$ cat src/rtl/conv_decoder_pkg.sv
// rtl/conv_decoder_pkg.sv - shared geometry, address widths and state encoding for the conv decoder scheduler
package conv_decoder_pkg;

  localparam int FRAME_W        = 180;
  localparam int FRAME_H        = 64;
  localparam int PAD_W          = 186;
  localparam int PAD_H          = 70;
  localparam int OUT_PIXELS_DEF = FRAME_W * FRAME_H;

  localparam int PIX_AW = 14;
  localparam int BUF_AW = 17;

  localparam logic [2:0] ST_IDLE  = 3'd0;
  localparam logic [2:0] ST_CLEAR = 3'd1;
  localparam logic [2:0] ST_RUN   = 3'd2;
  localparam logic [2:0] ST_NEXT  = 3'd3;
  localparam logic [2:0] ST_DONE  = 3'd4;

  typedef enum logic [2:0] {
    S_IDLE  = ST_IDLE,
    S_CLEAR = ST_CLEAR,
    S_RUN   = ST_RUN,
    S_NEXT  = ST_NEXT,
    S_DONE  = ST_DONE
  } state_e;

endpackage

$ cat src/rtl/conv_decoder_watchdog.sv
// rtl/conv_decoder_watchdog.sv - inactivity counter that expires after WDOG_CYCLES enabled cycles without a clear
module conv_decoder_watchdog #(
  parameter int WDOG_CYCLES = 4096
) (
  input  logic clk,
  input  logic rst,
  input  logic clr_i,
  input  logic en_i,
  output logic expire_o
);

  localparam int CW = $clog2(WDOG_CYCLES + 1);
  localparam logic [CW-1:0] LAST = CW'(WDOG_CYCLES - 1);

  logic [CW-1:0] cnt_q, cnt_d;

  // Expiry fires on the WDOG_CYCLES-th consecutive enabled cycle with no clear.
  assign expire_o = en_i && !clr_i && (cnt_q == LAST);

  always_comb begin
    cnt_d = cnt_q;
    if (clr_i) begin
      cnt_d = '0;
    end else if (en_i && !expire_o) begin
      cnt_d = cnt_q + CW'(1);
    end
  end

  always_ff @(posedge clk or negedge rst) begin
    if (!rst) begin
      cnt_q <= '0;
    end else begin
      cnt_q <= cnt_d;
    end
  end

endmodule

$ cat src/rtl/conv_decoder_scheduler.sv
// rtl/conv_decoder_scheduler.sv - sequences decoder passes, output buffer writes, watchdog and abort for one layer
module conv_decoder_scheduler
  import conv_decoder_pkg::*;
#(
  parameter int OUT_PIXELS   = OUT_PIXELS_DEF,
  parameter int MAX_PASSES   = 8,
  parameter int CLEAR_CYCLES = 2,
  parameter int WDOG_CYCLES  = 4096
) (
  input  logic              clk,
  input  logic              rst,
  input  logic              cmd_valid,
  input  logic [3:0]        cmd_passes,
  output logic              cmd_ready,
  input  logic              abort,
  output logic              dec_rst,
  output logic              dec_start,
  input  logic              dec_ready,
  output logic              wr_en,
  output logic [BUF_AW-1:0] wr_addr,
  output logic [2:0]        pass_idx,
  output logic              busy,
  output logic              layer_done,
  output logic              error
);

  localparam int CLR_W = $clog2(CLEAR_CYCLES + 1);
  localparam logic [CLR_W-1:0]  CLR_LAST = CLR_W'(CLEAR_CYCLES - 1);
  localparam logic [PIX_AW-1:0] PIX_LAST = PIX_AW'(OUT_PIXELS - 1);
  localparam logic [BUF_AW-1:0] PASS_STRIDE = BUF_AW'(OUT_PIXELS);
  localparam logic [3:0]        MAX_P = 4'(MAX_PASSES);

  state_e            state_q, state_d;
  logic [3:0]        passes_q, passes_d;
  logic [2:0]        pass_q, pass_d;
  logic [PIX_AW-1:0] pix_q, pix_d;
  logic [CLR_W-1:0]  clr_q, clr_d;
  logic              error_q, error_d;
  logic              kill_q, kill_d;
  logic              run, cmd_ok, wd_expire;

  assign run    = (state_q == S_RUN);
  assign cmd_ok = (cmd_passes != 4'd0) && (cmd_passes <= MAX_P);

  conv_decoder_watchdog #(
    .WDOG_CYCLES(WDOG_CYCLES)
  ) u_wdog (
    .clk     (clk),
    .rst     (rst),
    .clr_i   (!run || dec_ready),
    .en_i    (run),
    .expire_o(wd_expire)
  );

  always_comb begin
    state_d  = state_q;
    passes_d = passes_q;
    pass_d   = pass_q;
    pix_d    = pix_q;
    clr_d    = clr_q;
    error_d  = error_q;
    kill_d   = 1'b0;
    case (state_q)
      S_IDLE: begin
        if (cmd_valid) begin
          if (cmd_ok) begin
            passes_d = cmd_passes;
            pass_d   = '0;
            pix_d    = '0;
            clr_d    = '0;
            error_d  = 1'b0;
            state_d  = S_CLEAR;
          end else begin
            error_d = 1'b1;
          end
        end
      end
      S_CLEAR: begin
        pix_d = '0;
        if (clr_q == CLR_LAST) begin
          state_d = S_RUN;
        end else begin
          clr_d = clr_q + CLR_W'(1);
        end
      end
      S_RUN: begin
        if (dec_ready) begin
          pix_d = pix_q + PIX_AW'(1);
          if (pix_q == PIX_LAST) begin
            state_d = S_NEXT;
          end
        end
        if (wd_expire) begin
          error_d = 1'b1;
          kill_d  = 1'b1;
          state_d = S_IDLE;
        end
      end
      S_NEXT: begin
        if ({1'b0, pass_q} == passes_q - 4'd1) begin
          state_d = S_DONE;
        end else begin
          pass_d  = pass_q + 3'd1;
          clr_d   = '0;
          state_d = S_CLEAR;
        end
      end
      S_DONE:  state_d = S_IDLE;
      default: state_d = S_IDLE;
    endcase
    // Abort outranks everything, including a coincident final pixel; its write still goes out combinationally.
    if (abort && (state_q == S_CLEAR || state_q == S_RUN || state_q == S_NEXT)) begin
      state_d = S_IDLE;
      kill_d  = 1'b1;
    end
  end

  always_ff @(posedge clk or negedge rst) begin
    if (!rst) begin
      state_q  <= S_IDLE;
      passes_q <= '0;
      pass_q   <= '0;
      pix_q    <= '0;
      clr_q    <= '0;
      error_q  <= 1'b0;
      kill_q   <= 1'b0;
    end else begin
      state_q  <= state_d;
      passes_q <= passes_d;
      pass_q   <= pass_d;
      pix_q    <= pix_d;
      clr_q    <= clr_d;
      error_q  <= error_d;
      kill_q   <= kill_d;
    end
  end

  // The datapath stays in reset while rst is low, during CLEAR, and for one cycle after an abort or timeout.
  assign dec_rst    = !rst || (state_q == S_CLEAR) || kill_q;
  assign dec_start  = run;
  assign wr_en      = run && dec_ready;
  assign wr_addr    = ({{(BUF_AW-3){1'b0}}, pass_q} * PASS_STRIDE) + {{(BUF_AW-PIX_AW){1'b0}}, pix_q};
  assign pass_idx   = pass_q;
  assign cmd_ready  = rst && (state_q == S_IDLE);
  assign busy       = (state_q != S_IDLE);
  assign layer_done = (state_q == S_DONE);
  assign error      = error_q;

endmodule
$ cat config.mk
export PLATFORM = sky130hd
export DESIGN_NAME = conv_decoder_scheduler
export DESIGN_NICKNAME = d
export VERILOG_FILES = /design/src/rtl/conv_decoder_pkg.sv /design/src/rtl/conv_decoder_watchdog.sv /design/src/rtl/conv_decoder_scheduler.sv
export SDC_FILE = /design/constraint.sdc
export NUM_CORES = 1
export LEC_CHECK = 0
export BUFFER_PORTS_ARGS = -buffer_cell sky130_fd_sc_hd__buf_2
export CORE_ASPECT_RATIO = 0.9
export CORE_MARGIN = 3
export CORE_UTILIZATION = 55
export DETAILED_ROUTE_END_ITERATION = 6
export HOLD_SLACK_MARGIN = 0.06
export PLACE_DENSITY_LB_ADDON = 0.3
export SKIP_CTS_REPAIR_TIMING = 1
export SLEW_MARGIN = 15
export SYNTH_ARGS = -nofsm -noshare
export SYNTH_HDL_FRONTEND = slang
export SYNTH_SLANG_ARGS = --single-unit
$ cat constraint.sdc
create_clock -name clk -period 7.92 [get_ports clk]
set_clock_uncertainty 0.1 [all_clocks]
set_input_delay 0.396 -clock clk [delete_from_list [all_inputs] [get_ports clk]]
set_output_delay 0.396 -clock clk [all_outputs]
set_load 0.02 [all_outputs]
==> insert_results.sql <==
INSERT INTO impl_metrics (metric_group, metric, value, unit) VALUES
('setup_path', 'critPathRequiredTime', '7.42', 'ns'),
('die', 'design.die.area', '5870', 'um2'),
('sta', 'hold_violations', '0', ''),
('route', 'avg_wl_per_cell', '14.2', 'um'),
('logic_synthesis', 'synth_ff_type', 'sky130_fd_sc_hd__dfrtp_1', ''),
('logic_synthesis', 'syn-mean-instance-area', '8.96', 'um2'),
('grt', 'global_route_wire_length_before_repair', '9800', 'um'),
('clocking', 'cts_inserted_buffers', '5', ''),
('power_and_ir_drop', 'p_leak', '1.40', 'nW'),
('die', 'die_width', '80.4', 'um'),
('logic_synthesis', 'yosysMostFrequentCell', 'sky130_fd_sc_hd__dfrtp_1', ''),
('placed_design', 'dp_worst_slack', '4.62', 'ns'),
('logic_synthesis', 'synth.top_cell.area_share', '0.374', ''),
('route', 'dr_total_vias', '2281', ''),
('sta', 'timing.final.setup_violations', '0', ''),
('sta', 'slew_headroom', '0.589', ''),
('job', 'drv.max_cap_violation_count', '0', ''),
('route', 'drt_iter0_drc', '58', ''),
('die', 'io_pins', '36', ''),
('placed_design', 'place_inst', '387', ''),
('sta', 'layout_setup_ws', '4.30', 'ns'),
('clocking', 'clock_path_buffers', '2', ''),
('die', 'row_count', '23', ''),
('run_status', 'status', 'complete, no violations', ''),
('setup_path', 'critical_path_at', '3.12', 'ns'),
('route', 'vias_per_cell', '5.77', ''),
('setup_path', 'cp-start-kind', 'flip-flop', ''),
('sta', 'fin_setup_tns', '0', 'ns'),
('placed_design', 'dpl.hpwl', '4150', 'um'),
('logic_synthesis', 'post_synth_most_frequent_cells', 'sky130_fd_sc_hd__dfrtp_1, sky130_fd_sc_hd__nor2_1, sky130_fd_sc_hd__nand2_1', ''),
('logic_synthesis', 'synthDistinctLibCells', '51', ''),
('power_and_ir_drop', 'power.density', '247', 'nW/um2'),
('final_layout', 'nNetsFinal', '359', ''),
('setup_path', 'end_kind', 'output port', ''),
('grt', 'vias_in_the_first_global_route', '2150', ''),
('grt', 'global_route.usage.total', '0.210', ''),
('grt', 'grt.overflow.total', '0', ''),
('sta', 'period_needed', '3.62', 'ns'),
('sta', 'tightestPinTransition', '0.615', 'ns'),
('min_path', 'min-delay-path-class', 'in2async', ''),
('final_layout', 'synthToLayoutAreaGrowth', '10.4', '%'),
('die', 'floorplan.initialDensity', '0.592', ''),
('clocking', 'clock-root-buffer', 'sky130_fd_sc_hd__clkbuf_8', ''),
('route', 'postRouteWirelength', '5610', 'um'),
('logic_synthesis', 'post-synth-top-area-cell', 'sky130_fd_sc_hd__dfrtp_1', ''),
('clocking', 'htreeDepth', '2', ''),
('power_and_ir_drop', 'vdd_drop_max', '0.209', 'mV'),
('placed_design', 'port_buffers', '35', ''),
('logic_synthesis', 'syn_nets', '333', ''),
('route', 'route.detailed.drc', '0', ''),
('route', 'final_antenna_net_count', '0', ''),
('sta', 'timing.final.crit_share', '0.457', ''),
('final_layout', 'drive_above_1_share', '0.150', ''),
('logic_synthesis', 'synth_enable_flop_cells', '0', ''),
('die', 'die_height', '73.0', 'um'),
('setup_path', 'worstSetupPathType', 'reg2out', ''),
('logic_synthesis', 'synthesis.instances', '306', ''),
('logic_synthesis', 'synth_area_leaders', 'sky130_fd_sc_hd__dfrtp_1, sky130_fd_sc_hd__ha_1, sky130_fd_sc_hd__nor2_1, sky130_fd_sc_hd__xor2_1, sky130_fd_sc_hd__o21ai_0', ''),
('sta', 'grt_setup_unrepaired', 'no', ''),
('route', 'drt-pass1-iter-count', '4', ''),
('sta', 'clock.fmax', '0.276', 'GHz'),
('logic_synthesis', 'synth-seq-cells', '41', ''),
('clocking', 'cts.reportedPaths.clkPinSlew', '0.09', 'ns'),
('final_layout', 'diodes', '0', ''),
('grt', 'maximum_number_of_pins_on_one_net_before_global_route_repair', '44', ''),
('clocking', 'tritoncts', 'built', ''),
('setup_path', 'cp_max_fo', '8', ''),
('logic_synthesis', 'syn_area', '2740', 'um2'),
('clocking', 'worst_skew_pair.late_latency', '0.30', 'ns'),
('logic_synthesis', 'synth.yosys.seq_area_share', '0.374', ''),
('sta', 'timing_max_transition_violations_final', '0', ''),
('logic_synthesis', 'asyncSetResetFlopFracSynth', '1.00', ''),
('clocking', 'numClockSinks', '41', ''),
('grt', 'grt_antenna_before_repair', '0', ''),
('final_layout', 'layoutNonFillerInstCount', '395', ''),
('placed_design', 'rd_place_congestion', '0.810', ''),
('die', 'floorplan.core_area', '4630', 'um2'),
('final_layout', 'final_core_util', '0.653', ''),
('logic_synthesis', 'synth.yosys.warnings', '0', '');
through the flow:
stage	area [um2]	total power, mW	hold WS [ns]
after global placement	2910	0.566	0.381
after floorplan	2740	0.499	0.000409
final	3030	0.747	0.0478
after detailed placement	2910	0.571	0.389
after global routing	3030	0.800	0.0887
after CTS	3030	0.753	0.0672
cells by family after synthesis:
group | count (synthesis) | synth area share
simple gates | 106 | 0.199
compound gates | 83 | 0.198
flops | 41 | 0.374
buf+inv | 32 | 0.0557
xor+xnor | 21 | 0.0671
fa+ha+maj | 18 | 0.0876
mux | 5 | 0.0192
power by group:
part / leakage (nW) / total (mW) / internal [mW] / switching (mW)
sequential: 0.556 / 0.272 / 0.237 / 0.0349
clock: 0.0574 / 0.178 / 0.103 / 0.0752
combinational: 0.791 / 0.298 / 0.122 / 0.176
layer usage:
| metal | part of all wire | vias to the layer above | track usage |
|---|---|---|---|
| li1 | - | 1143 | - |
| met1 | 0.49 | 1087 | 0.284 |
| met2 | 0.46 | 44 | 0.346 |
| met3 | 0.036 | 7 | 0.0420 |
| met4 | 0.0098 | 0 | 0.0582 |
| met5 | 0 | - | 0 |
area by class of cell:
type	instances	area [um2]
Clock inverter	2	37.5
Clock buffer	6	82.6
Sequential cell	41	1030
Tap cell	62	77.6
Multi-Input combinational cell	233	1560
Inverter	15	56.3
Fill cell	406	1610
Timing Repair Buffer	36	183
flip-flops by register name, summed over array words and instances, names as in the netlist:
signal,count
pix_q,14
u_wdog.cnt_q,13
passes_q,4
pass_idx,3
state_q,3
clr_q,2
error,1
kill_q,1
path summary, 6_finish.rpt:
kind,from,endpoint,slack (ns),cells after the start
worst max register to register,state_q[0],state_q[0],5.36,5
min in group clk,cmd_passes[0],passes_q[0],0.23,3
worst min register to register,clr_q[1],clr_q[1],0.40,1
worst max-delay path,pass_idx[1],wr_addr[16],4.30,12
max in group asynchronous,rst,pass_idx[2],7.31,2
worst min-delay path,rst,pix_q[6],0.05,2
critical path, stage by stage, from the launching register on:
cell                       delay (ns)
sky130_fd_sc_hd__dfrtp_1         0.51
sky130_fd_sc_hd__ha_1            0.36
sky130_fd_sc_hd__ha_1            0.17
sky130_fd_sc_hd__inv_1           0.06
sky130_fd_sc_hd__fa_1            0.47
sky130_fd_sc_hd__inv_1           0.04
sky130_fd_sc_hd__ha_1            0.33
sky130_fd_sc_hd__o21ai_0         0.10
sky130_fd_sc_hd__o21bai_1        0.14
sky130_fd_sc_hd__a21oi_1         0.13
sky130_fd_sc_hd__o31ai_1         0.24
sky130_fd_sc_hd__o31ai_1         0.10
sky130_fd_sc_hd__buf_2           0.17
layout by cell type, fill, tap and decap left out, types with 4 or more instances in the layout:
cell,count
sky130_fd_sc_hd__nand4_1,6
sky130_fd_sc_hd__a21oi_1,16
sky130_fd_sc_hd__nor3b_1,4
sky130_fd_sc_hd__nor2b_1,5
sky130_fd_sc_hd__nand3_1,8
sky130_fd_sc_hd__o31ai_1,6
sky130_fd_sc_hd__nor2_1,29
sky130_fd_sc_hd__buf_2,35
sky130_fd_sc_hd__dfrtp_1,41
sky130_fd_sc_hd__o21ai_1,14
sky130_fd_sc_hd__o21ai_0,18
sky130_fd_sc_hd__xor2_1,12
sky130_fd_sc_hd__clkbuf_8,6
sky130_fd_sc_hd__xnor2_1,9
sky130_fd_sc_hd__inv_1,14
sky130_fd_sc_hd__and2_1,6
sky130_fd_sc_hd__nand2_1,23
sky130_fd_sc_hd__ha_1,16
sky130_fd_sc_hd__nand2b_1,4
sky130_fd_sc_hd__nor3_1,7
sky130_fd_sc_hd__o211ai_1,4
No activity file was read; power rests on OpenSTA's default activity.
